===== src/rtl/alu.sv =====
// Single-cycle-latency ALU: the result and {N,V,C,Z} flags are registered every clock.
// One shared adder serves the add/subtract family; shifts use a one-bit-extended datapath to capture carry.
module alu #(
    parameter int WIDTH = 32
) (
    input  logic             clk,
    input  logic             rst,
    input  logic [WIDTH-1:0] a_in,
    input  logic [WIDTH-1:0] b_in,
    input  logic [3:0]       oper,
    input  logic [3:0]       flags_in,
    output logic [WIDTH-1:0] out,
    output logic [3:0]       flags_out
);

    typedef enum logic [3:0] {
        OP_ADD = 4'd0,  OP_ADC = 4'd1,  OP_SUB = 4'd2,  OP_SBC = 4'd3,
        OP_RSB = 4'd4,  OP_MUL = 4'd5,  OP_AND = 4'd6,  OP_ORR = 4'd7,
        OP_XOR = 4'd8,  OP_LSL = 4'd9,  OP_LSR = 4'd10, OP_ASR = 4'd11,
        OP_ROL = 4'd12, OP_ROR = 4'd13, OP_CPY = 4'd14, OP_NOT = 4'd15
    } op_e;

    localparam logic [WIDTH-1:0] W_VAL = WIDTH'(WIDTH);

    op_e              op;
    logic [WIDTH-1:0] add_x;
    logic [WIDTH-1:0] add_y;
    logic             add_ci;
    logic [WIDTH:0]   sum;
    logic             add_v;
    logic [WIDTH:0]   lsl_ext;
    logic [WIDTH:0]   lsr_ext;
    logic [WIDTH:0]   asr_ext;
    logic [WIDTH-1:0] rot_amt;
    logic [WIDTH-1:0] res;
    logic             c_nxt;
    logic             v_nxt;
    logic             unused_flags;

    assign op = op_e'(oper);
    assign unused_flags = ^{flags_in[3], flags_in[0]};

    // Subtraction is x + ~y + carry, so the adder carry-out is the "no borrow" flag.
    always_comb begin
        add_x  = a_in;
        add_y  = b_in;
        add_ci = 1'b0;
        case (op)
            OP_ADC: add_ci = flags_in[1];
            OP_SUB: begin add_y = ~b_in; add_ci = 1'b1; end
            OP_SBC: begin add_y = ~b_in; add_ci = flags_in[1]; end
            OP_RSB: begin add_x = b_in; add_y = ~a_in; add_ci = 1'b1; end
            default: ;
        endcase
    end

    assign sum   = {1'b0, add_x} + {1'b0, add_y} + {{WIDTH{1'b0}}, add_ci};
    assign add_v = (add_x[WIDTH-1] == add_y[WIDTH-1]) && (sum[WIDTH-1] != add_x[WIDTH-1]);

    // The extra bit holds the last bit shifted out; oversized amounts naturally yield 0 / sign fill.
    assign lsl_ext = {1'b0, a_in} << b_in;
    assign lsr_ext = {a_in, 1'b0} >> b_in;
    assign asr_ext = $signed({a_in, 1'b0}) >>> b_in;
    assign rot_amt = b_in % W_VAL;

    always_comb begin
        res   = '0;
        c_nxt = flags_in[1];
        v_nxt = flags_in[2];
        case (op)
            OP_ADD, OP_ADC, OP_SUB, OP_SBC, OP_RSB: begin
                res   = sum[WIDTH-1:0];
                c_nxt = sum[WIDTH];
                v_nxt = add_v;
            end
            OP_MUL: res = a_in * b_in;
            OP_AND: res = a_in & b_in;
            OP_ORR: res = a_in | b_in;
            OP_XOR: res = a_in ^ b_in;
            OP_LSL: begin
                res = lsl_ext[WIDTH-1:0];
                if (b_in != '0) c_nxt = lsl_ext[WIDTH];
            end
            OP_LSR: begin
                res = lsr_ext[WIDTH:1];
                if (b_in != '0) c_nxt = lsr_ext[0];
            end
            OP_ASR: begin
                res = asr_ext[WIDTH:1];
                if (b_in != '0) c_nxt = asr_ext[0];
            end
            OP_ROL: res = (a_in << rot_amt) | (a_in >> (W_VAL - rot_amt));
            OP_ROR: res = (a_in >> rot_amt) | (a_in << (W_VAL - rot_amt));
            OP_CPY: res = b_in;
            OP_NOT: res = ~b_in;
            default: res = '0;
        endcase
    end

    always_ff @(posedge clk or posedge rst) begin
        if (rst) begin
            out       <= '0;
            flags_out <= '0;
        end else begin
            out       <= res;
            flags_out <= {res[WIDTH-1], v_nxt, c_nxt, (res == '0)};
        end
    end

endmodule


===== config.mk =====
export PLATFORM = sky130hd
export DESIGN_NAME = alu
export DESIGN_NICKNAME = d
export VERILOG_FILES = /design/src/rtl/alu.sv
export SDC_FILE = /design/constraint.sdc
export NUM_CORES = 2
export LEC_CHECK = 0
export BUFFER_PORTS_ARGS = -buffer_cell sky130_fd_sc_hd__buf_2
export CORE_ASPECT_RATIO = 0.75
export CORE_MARGIN = 2
export CORE_UTILIZATION = 25
export CTS_BUF_LIST = sky130_fd_sc_hd__clkbuf_2 sky130_fd_sc_hd__clkbuf_4 sky130_fd_sc_hd__clkbuf_8
export DETAILED_ROUTE_END_ITERATION = 8
export PLACE_DENSITY_LB_ADDON = 0.05
export SETUP_SLACK_MARGIN = 0.5
export SYNTH_ARGS = -nofsm -noshare
export SYNTH_HDL_FRONTEND = slang
export SYNTH_SLANG_ARGS = --single-unit

===== constraint.sdc =====
create_clock -name clk -period 1 [get_ports clk]
set_clock_uncertainty 0.05 [all_clocks]
set_input_delay 0.05 -clock clk [delete_from_list [all_inputs] [get_ports clk]]
set_output_delay 0.05 -clock clk [all_outputs]
set_load 0.02 [all_outputs]

==> metrics.cfg <==
[die]
die_w_um=411
rows=111
dieHeight_um=309
core-area_mm2=0.123
start_util_pct=25.3
dieArea_mm2=0.127
pin_count=110

[drt]
ant_nets=0
maxUsedRoutingLayer=met5
wl_met3_um=29400
route.detailed.drc=0
dr.pass1.iters=6
wl_per_cell_um=36.2
wl_met2_um=93300
wl_met1_um=119000
routed_wl_um=248000
drtIter0Drc=5118
vias_per_cell=5.53
route.vias.total=37900

[synthesis]
yosysMostFrequentCell=nor2_1
synth-edff-count=0
syn_area_per_cell_um2=7.75
ys_async_sr_fraction_pct=100
yosysTopAreaCellShare_pct=26.5
syn_nets=4703
syn_inst=3999
synth_seq_cells=35
yosysTopAreaCell=fa_1
synth_area_leaders=fa_1, ha_1, nor2_1, mux4_2, nand2_1
seq_area_frac_synth_pct=2.83
synth_ff_type=dfrtp_1
syn_area_mm2=0.0310
synth_common_cells=nor2_1, nand2_1, inv_1, fa_1, o21ai_0
synth_cell_types=96
yosys_warnings=0

[sta]
hold_viol=35
drv_slew=0
rsz0062_at_grt=yes
maxSlewHeadroom_pct=28.1
maxClockFrequency_ghz=0.134
finalCritPeriodShare_pct=744
finalCriticalPeriod_ns=7.44
setup_ws_ns=-6.44
worst_pin_slew_ns=1.07
whs_ns=-0.277
final-setup-viol-count=39
fin_tns_setup_ns=-169.41

[layout]
syn_to_final_growth_pct=52.3
final_area_mm2=0.0472
layout-drive-gt1-share_pct=39.6
final_nets=5906

[global_routing]
grt_pass1_vias=36800
grt_pass1_wl_um=330000
antenna_found_initial=29
grt_usage_pct=38.3
grt_max_degree=81
grt_overflow=0

[setup_path]
slowest_delay_ns=0.60
critPathRequiredTime_ns=1.19
crit_type=input pin to flip-flop
critical_path_depth=31
path_delay_family=adder cells
worst-path-buf-inv=10
critPathCaptureType=flip-flop
startpoint_type=input pin
crit_top_cell=fa_1
critPathSlowestCell=fa_1
crit_fanout=8
critPathArrivalTime_ns=7.63

[power]
power_density_mw_per_mm2=3590
peakVddDrop_mv=7.67
finalPower_w=0.169
leakage_nw=21.8

[placed_design]
place_congestion=1.09
placed_area_mm2=0.0434
io_buffers=107
hpwl_um=212000

[hold_path]
hold_class=input pin to async pin

[clocking]
cts-root-buf=clkbuf_8
cts_buffer_depth=2
cts.sinks=35
cts_tree=built
htreeDepth=2
cts_buffers=5
clk_pin_slew_ns=0.09

[status]
violations=negative hold slack, negative setup slack
status=complete, but fails checks

[job]
maxCapViolations=0

## through the flow
stage	utilization (%)	std cells	worst slack, ns
detailed placement	35.4	6737	-7.41
finish	38.5	6858	-6.44
floorplan	-	3999	-6.45
CTS	37.5	6805	-6.32
global route	38.5	6848	-6.68
global placement	35.4	6737	-7.34
## registers in the layout (all words and copies together), names as in the netlist
name / count
out: 31
flags_out: 4
## cell families (layout without fill, tap and decap cells)
family          after synthesis  after routing  synth area share (%)
mux                         240            240                  11.8
other cells                   0             17                     0
flops                        35             35                  2.83
fa+ha+maj                   630            630                  35.4
simple gates               1343           1343                  18.9
buf+inv                     793           1997                  10.1
xor+xnor                    115            115                  3.27
compound gates              843            843                  17.8
## power breakdown
group | total (W) | internal [W] | switching [W]
Sequential | 0.00215 | 0.00186 | 0.000289
Clock | 0.00109 | 0.000486 | 0.000604
Combinational | 0.166 | 0.0798 | 0.0864
Total | 0.169 | 0.0821 | 0.0873
## layer usage
layer / up-vias / global-route usage, %
met3: 185 / 11.6
met4: 2 / 8.17
li1: 16100 / -
met1: 19600 / 59.5
met2: 2050 / 50.5
met5: - / 0
## cells in the final DEF, fill, tap and decap left out, types with 19 or more instances in the layout
master	synthesis	routed
a21oi_1	164	144
o21ai_1	3	25
dfrtp_1	35	34
nor2_4	1	21
a211oi_1	35	28
nand2_1	455	447
fa_1	410	382
xnor2_1	88	79
buf_6	4	135
nand4_1	19	19
a22oi_1	28	22
mux4_2	94	94
fa_2	0	28
o21ai_0	245	196
ha_4	0	40
buf_2	58	44
o21a_1	24	21
a221oi_1	23	19
inv_1	440	406
o21ai_2	0	21
mux2i_1	92	86
o221ai_1	26	23
buf_12	0	82
nand2b_1	30	28
a31oi_1	31	25
nand3_1	50	48
nor2b_1	21	19
xor2_1	26	23
buf_4	11	1240
ha_1	220	173
inv_2	3	23
nor3_1	71	62
nor2_1	571	517
nor2_2	0	34
mux2_2	53	47
o211ai_1	36	36
o22ai_1	32	30
## timing repair
action | in CTS | in global routing
hold endpoints to repair | 35 | 35
resized for setup | 496 | 214
setup buffers | 57 | 34
endpoints found under the setup margin | 71 | 71
pin swaps | 87 | 115
gates cloned | 3 | 2
## final cells by class
type	instances	area, um2
Sequential cell	35	877
Clock buffer	5	68.8
Fill cell	13000	75400
Tap cell	1638	2050
Antenna cell	17	42.5
Multi-Input combinational cell	3171	29100
Inverter	463	1860
Clock inverter	3	20.0
Timing Repair Buffer	1526	13200
## worst max path at each step
stage                               to     start  slack (ns)
final                     flags_out[0]   b_in[7]       -6.44
after global routing      flags_out[0]   b_in[7]       -6.68
after CTS                 flags_out[0]   b_in[7]       -6.32
after detailed placement  flags_out[0]  a_in[12]       -7.41
after global placement    flags_out[0]  a_in[13]       -7.34
after floorplan           flags_out[0]   b_in[3]       -6.45
Note: power is estimated with default switching activity, not from simulation.
